<file path="src/rtl/timer_sched.sv">
// Shares a pool of three one-shot timers among NREQ requesters. Arm and disable
// writes go out on a simple register bus; expiries are reported per requester.
module timer_sched #(
  parameter  int unsigned NREQ = 4,
  localparam int unsigned NTMR = 3,
  localparam int unsigned CMPW = 16,
  localparam int unsigned SELW = 2,
  localparam int unsigned TW   = 2,
  localparam int unsigned DW   = 32,
  localparam int unsigned BEW  = 4
) (
  input  logic                   mclk,
  input  logic                   h_reset_n,
  input  logic [NREQ-1:0]        req,
  input  logic [CMPW*NREQ-1:0]   req_compare,
  input  logic [SELW*NREQ-1:0]   req_clksel,
  output logic [NREQ-1:0]        req_busy,
  output logic [NREQ-1:0]        req_done,
  output logic                   reg_cs,
  output logic                   reg_wr,
  output logic [TW-1:0]          reg_addr,
  output logic [DW-1:0]          reg_wdata,
  output logic [BEW-1:0]         reg_be,
  input  logic [DW-1:0]          reg_rdata,
  input  logic                   reg_ack,
  input  logic [NTMR-1:0]        timer_intr
);

  localparam int unsigned RW   = $clog2(NREQ);
  localparam int unsigned PADW = DW - CMPW - SELW - 1;

  typedef enum logic [1:0] {
    IDLE = 2'd0,
    ARM  = 2'd1,
    DIS  = 2'd2
  } state_t;

  state_t                  state, state_d;
  logic                    start_hold;
  logic                    cs_d, wr_d;
  logic [TW-1:0]           addr_d;
  logic [DW-1:0]           wdata_d;
  logic [NREQ-1:0]         busy_d, done_d;
  logic [NTMR-1:0]         used, used_d;
  logic [NTMR-1:0]         flag, flag_d;
  logic [NTMR-1:0][RW-1:0] owner, owner_d;
  logic [RW-1:0]           rr, rr_d;
  logic [RW-1:0]           cur_req, cur_req_d;
  logic [TW-1:0]           cur_tmr, cur_tmr_d;

  logic [NREQ-1:0]         elig;
  logic                    grant_ok;
  logic [RW-1:0]           grant_idx;
  logic                    free_ok, exp_ok;
  logic [TW-1:0]           free_idx, exp_idx;

  logic                    unused_rdata;

  assign unused_rdata = ^reg_rdata;
  assign reg_be       = {BEW{1'b1}};
  assign elig         = req & ~req_busy;

  // Round-robin pick: first eligible requester at or after rr (descending loop, lowest offset wins).
  always_comb begin
    grant_ok  = 1'b0;
    grant_idx = rr;
    for (int k = NREQ - 1; k >= 0; k--) begin
      if (elig[RW'(rr + RW'(k))]) begin
        grant_ok  = 1'b1;
        grant_idx = RW'(rr + RW'(k));
      end
    end
  end

  // Lowest-index free timer and lowest-index expired timer.
  always_comb begin
    free_ok  = 1'b0;
    free_idx = '0;
    exp_ok   = 1'b0;
    exp_idx  = '0;
    for (int t = NTMR - 1; t >= 0; t--) begin
      if (!used[t]) begin
        free_ok  = 1'b1;
        free_idx = TW'(t);
      end
      if (flag[t]) begin
        exp_ok  = 1'b1;
        exp_idx = TW'(t);
      end
    end
  end

  // Next-state and next-output logic; expiry service outranks arming.
  always_comb begin
    state_d   = state;
    cs_d      = reg_cs;
    wr_d      = reg_wr;
    addr_d    = reg_addr;
    wdata_d   = reg_wdata;
    busy_d    = req_busy;
    done_d    = '0;
    used_d    = used;
    owner_d   = owner;
    rr_d      = rr;
    cur_req_d = cur_req;
    cur_tmr_d = cur_tmr;
    flag_d    = flag | (timer_intr & used);

    unique case (state)
      IDLE: begin
        if (!start_hold) begin
          if (exp_ok) begin
            state_d   = DIS;
            cs_d      = 1'b1;
            wr_d      = 1'b1;
            addr_d    = TW'(exp_idx + 1'b1);
            wdata_d   = '0;
            cur_tmr_d = exp_idx;
            cur_req_d = owner[exp_idx];
          end else if (grant_ok && free_ok) begin
            state_d   = ARM;
            cs_d      = 1'b1;
            wr_d      = 1'b1;
            addr_d    = TW'(free_idx + 1'b1);
            wdata_d   = {{PADW{1'b0}},
                         req_clksel[SELW*grant_idx +: SELW],
                         1'b1,
                         req_compare[CMPW*grant_idx +: CMPW]};
            cur_tmr_d = free_idx;
            cur_req_d = grant_idx;
          end
        end
      end
      ARM: begin
        if (reg_ack) begin
          state_d          = IDLE;
          cs_d             = 1'b0;
          wr_d             = 1'b0;
          owner_d[cur_tmr] = cur_req;
          busy_d[cur_req]  = 1'b1;
          used_d[cur_tmr]  = 1'b1;
          rr_d             = RW'(cur_req + 1'b1);
        end
      end
      DIS: begin
        if (reg_ack) begin
          state_d         = IDLE;
          cs_d            = 1'b0;
          wr_d            = 1'b0;
          done_d[cur_req] = 1'b1;
          busy_d[cur_req] = 1'b0;
          used_d[cur_tmr] = 1'b0;
          // Clearing wins over a coincident interrupt on the timer being disabled.
          flag_d[cur_tmr] = 1'b0;
        end
      end
      default: state_d = IDLE;
    endcase
  end

  // State and registered outputs; start_hold blocks bus activity for one cycle after reset release.
  always_ff @(posedge mclk or negedge h_reset_n) begin
    if (!h_reset_n) begin
      state      <= IDLE;
      start_hold <= 1'b1;
      reg_cs     <= 1'b0;
      reg_wr     <= 1'b0;
      reg_addr   <= '0;
      reg_wdata  <= '0;
      req_busy   <= '0;
      req_done   <= '0;
      used       <= '0;
      flag       <= '0;
      owner      <= '0;
      rr         <= '0;
      cur_req    <= '0;
      cur_tmr    <= '0;
    end else begin
      state      <= state_d;
      start_hold <= 1'b0;
      reg_cs     <= cs_d;
      reg_wr     <= wr_d;
      reg_addr   <= addr_d;
      reg_wdata  <= wdata_d;
      req_busy   <= busy_d;
      req_done   <= done_d;
      used       <= used_d;
      flag       <= flag_d;
      owner      <= owner_d;
      rr         <= rr_d;
      cur_req    <= cur_req_d;
      cur_tmr    <= cur_tmr_d;
    end
  end

endmodule

</file>
<file path="config.mk">
export PLATFORM = sky130hd
export DESIGN_NAME = timer_sched
export DESIGN_NICKNAME = d
export VERILOG_FILES = /design/src/rtl/timer_sched.sv
export SDC_FILE = /design/constraint.sdc
export NUM_CORES = 1
export LEC_CHECK = 0
export BUFFER_PORTS_ARGS = -buffer_cell sky130_fd_sc_hd__buf_2
export CAP_MARGIN = 20
export CORE_MARGIN = 2
export CORE_UTILIZATION = 45
export DETAILED_ROUTE_END_ITERATION = 8
export GPL_TIMING_DRIVEN = 0
export PLACE_DENSITY_LB_ADDON = 0.12
export SLEW_MARGIN = 20
export SYNTH_ARGS = -nofsm -noshare
export SYNTH_HDL_FRONTEND = slang
export SYNTH_SLANG_ARGS = --single-unit
</file>
<file path="constraint.sdc">
create_clock -name mclk -period 2.3 [get_ports mclk]
set_input_delay 0.23 -clock mclk [delete_from_list [all_inputs] [get_ports mclk]]
set_output_delay 0.23 -clock mclk [all_outputs]
set_load 0.01 [all_outputs]
</file>
==> impl_summary.log <==
[metrics] path depth of the worst reg2reg path: 6
[metrics] final routed wire length divided by cell count: 14.79 um
[metrics] worst-case clock skew: 0.006948 ns
[metrics] Synth Area in Compound Gates: 0.2344
[metrics] placed wire-length estimate after detailed placement: 6.058 mm
[metrics] total of endpoints with negative setup slack in the final report: 0
[metrics] critical setup path kind: flop to flop
[metrics] P&R area growth vs syn: 27.99%
[metrics] number of top-level design ports: 162
[metrics] Least-Margin Pin Slew: 0.6699 ns
[metrics] XOR/XNOR Fraction of Synth Area: 0
[metrics] post-layout min period: 2.026 ns
[metrics] number of antenna-violating nets in the routed design: 0
[metrics] clk sinks: 51
[metrics] hold violation total from the final report: 0
[metrics] Netlist Area Pre-Place: 0.003192 sq mm
[metrics] diode insertion count for antenna repair: 0
[metrics] number of placed instances with taps included: 537
[metrics] initial antenna violation count: 0
[metrics] total non-filler cell area in the finished layout: 0.004085 sq mm
[metrics] share of the yosys chip area belonging to registers: 0.4002
[metrics] Final TNS setup: 0 ns
[metrics] Yosys warnings: 0
[metrics] global placement routability congestion: 0.8527
[metrics] startpoint of the most critical hold path: timer_intr[2]
[metrics] maximum count of clock buffers along a single path: 2
[metrics] Total Power: 4.894 mW
[metrics] Worst-path clk slew: 0.10 ns
[metrics] Worst slew margin: 0.5534
[metrics] Post-CTS Setup Repair Bufs: 0
[metrics] mux cell area share after synthesis: 0.06350
[metrics] maximum clock frequency: 0.4937 GHz
[metrics] unrepaired setup endpoints after global routing: no
[metrics] via count: 2795
[metrics] average via count per standard cell: 5.119
[metrics] basic-gate share of the synthesized area counting and, or, nand and nor cells: 0.1709
[metrics] share of layout cells above drive strength 1: 0.4289
[metrics] Max IR drop VDD: 447.2 uV
[metrics] register-to-register setup slack: 0.27 ns
[metrics] pin count of the biggest net entering global routing: 52
[metrics] cts bufs inserted: 5
[metrics] number of slew-limit violations in the final report: 0
[metrics] period utilisation layout: 0.8807
[metrics] fraction of the mapped netlist area in adder cells: 0.02744
[metrics] largest fanout on the critical path: 10
[metrics] DRT Wirelength: 8.075 mm
[metrics] buffer cell driving the clock tree root: clkbuf_8
[metrics] average cell area after synthesis: 10.20 sq um
[metrics] clock tree from TritonCTS: done
[metrics] clock latency at the later pin of the worst-skew pair: 0.31 ns
[metrics] drt first-iter violations: 96
[metrics] largest family of logic cells by synthesized area: compound AO/OA/AOI/OAI gates
[metrics] via count of the first global-routing pass: 2739
[metrics] register bit total from synthesis: 51
[metrics] number of filler instances in the final layout: 637
[metrics] initial cell density of the core: 0.4672
[metrics] leakage: 2.144 nW
[metrics] required time reported for the critical path endpoint: 2.53 ns
[metrics] total of max-cap violations: 0
[metrics] Die Outline Area: 0.007783 sq mm
[metrics] post-layout net count: 570
[metrics] final worst slack: 0.2745 ns
[metrics] first-pass iteration count of the detailed router: 4
[metrics] category of the worst setup path capture point: flop
[metrics] post-synthesis instance total: 313
[metrics] count of cell types in the netlist: 54
[metrics] result of the run: complete, no violations
[metrics] Worst Path Arrival: 2.25 ns
[metrics] reg-to-reg endpoint: reg_wdata[13]$_DFFE_PN0P_
[metrics] total overflow reported by the global router: 0
[metrics] kind of start point of the critical path: flop
[metrics] die boundary height: 88.22 um
[metrics] cell depth of the worst min-delay path: 3
[metrics] maximum level of the CTS H-tree: 2
[metrics] width of the die: 88.22 um
[metrics] placement-stage worst setup slack: 0.2721 ns
[metrics] instance area at placement: 0.003935 sq mm
[metrics] hold path endpoint: flag[2]$_DFF_PN0_
[metrics] Hold WC Path Type: input pin to flop
[metrics] All-Layer GR Usage: 0.2083
[metrics] Remaining DRCs: 0
[metrics] floorplan core area: 0.006832 sq mm
[metrics] first-pass GRT wire length: 12.70 mm
[metrics] Site Rows: 30
[metrics] power density relative to cell area: 1198 mW/mm^2
[metrics] Cell Count, Final, Fillers Out: 546
[metrics] number of buffer cells added on primary ports: 112
## cells in the mapped netlist (all sizes together)
cell type | n | area [sq um]
o21ai | 15 | 75.07
dfrtp | 50 | 1251
clkbuf | 8 | 30.03
a21o | 2 | 15.01
and2 | 4 | 28.79
and3 | 23 | 153.9
or3 | 2 | 17.52
nand3 | 1 | 5.000
nand3b | 1 | 7.510
nand2 | 42 | 173.9
conb | 2 | 7.510
o211ai | 1 | 12.51
a211oi | 1 | 7.510
a22o | 1 | 8.760
a311oi | 1 | 15.01
mux2i | 18 | 180.2
ha | 7 | 87.58
mux2 | 2 | 22.52
a21oi | 18 | 101.4
a31oi | 2 | 12.51
nand4 | 1 | 6.260
nor3 | 5 | 25.02
o22ai | 2 | 18.77
a32o | 1 | 10.01
nor3b | 2 | 15.01
inv | 10 | 37.53
o41ai | 1 | 8.760
o221ai | 9 | 78.83
nand2b | 5 | 38.78
o31ai | 10 | 120.1
a22oi | 1 | 21.27
dfstp | 1 | 26.28
nor2 | 11 | 41.29
a221oi | 18 | 232.7
buf | 29 | 255.2
and2b | 1 | 7.510
nor2b | 4 | 25.02
o21ba | 1 | 10.01
## worst max-delay path, cell delays in order, from the launching register on
cell and delay (ns):
dfrtp_1 0.39, and2b_1 0.23, nor3_1 0.22, a311oi_2 0.09, a21oi_4 0.39, nand2_1 0.33
o221ai_1 0.29
## final cells by class
| cell class | count | area [sq um] | area share |
|---|---|---|---|
| inverter | 10 | 37.54 | 0.009188 |
| timing repair buffer | 113 | 573.1 | 0.1403 |
| clock buffer | 5 | 68.82 | 0.01685 |
| multi-input combinational | 231 | 1652 | 0.4043 |
| buffer | 37 | 285.3 | 0.06983 |
| sequential | 51 | 1277 | 0.3127 |
| clock inverter | 3 | 71.32 | 0.01746 |
| tap | 96 | 120.1 | 0.02940 |
## per-stage QoR
step / hold WS, ns / util
after global placement: 0.4549 / 0.5756
final: 0.1571 / 0.5980
after floorplan: -0.06559 / -
after CTS: 0.1551 / 0.5980
after detailed placement: 0.3092 / 0.5760
after global routing: 0.1542 / 0.5980
## layer usage
metal  vias up  wire, um  GRT usage
met1      1316      3576     0.2662
met3         8       533    0.04384
met2        90      3863     0.3589
met4         0       102    0.05785
met5         -         0          0
li1       1381         -          -
## power by group
| part | switching, mW | internal, mW |
|---|---|---|
| Sequential | 0.234 | 1.26 |
| Combinational | 1.47 | 1.17 |
| Clock | 0.326 | 0.442 |
| Total | 2.03 | 2.86 |
## what timing repair did
item | in CTS | in global routing
resized for setup | 0 | 0
hold buffers | 1 | 0
endpoints found under the hold margin | 50 | 0
## cells in the final DEF, fill, tap and decap left out, types with 2 or more instances in the layout
master,instances
buf_2,114
a221oi_2,12
dfrtp_1,50
and3_1,15
o221ai_1,9
buf_6,2
ha_1,7
bufinv_16,2
a221oi_1,6
clkbuf_8,5
nor3_1,5
nor2_1,11
and3_2,8
o21ai_1,2
buf_4,22
nand2b_1,4
buf_12,3
nand2_1,41
conb_1,18
mux2_2,2
o31ai_2,9
a21o_1,2
nor2b_1,4
a31oi_1,2
mux2i_1,18
o21ai_0,13
a21oi_1,17
clkbuf_1,8
nor3b_1,2
inv_1,9
## logic make-up after synthesis
group                      after synthesis
DFF                                     51
muxes                                   20
other                                    2
AOI/OAI and AO/OA                       84
buffers and inverters                   47
and+or+nand+nor                        102
adders and majority gates                7
## worst max-delay path by stage
stage / startpoint / endpoint / slack, ns
global placement: flop / reg_wdata[13]$_DFFE_PN0P_ / 0.28
CTS: flag[0]$_DFF_PN0_ / cur_req[1]$_DFFE_PN0P_ / 0.24
floorplan: flop / reg_wdata[0]$_DFFE_PN0P_ / 0.45
global route: flop / reg_wdata[8]$_DFFE_PN0P_ / 0.07
detailed placement: flop / reg_wdata[13]$_DFFE_PN0P_ / 0.27
finish: flop / reg_wdata[13]$_DFFE_PN0P_ / 0.27
Note: power is estimated with default switching activity, not from simulation.
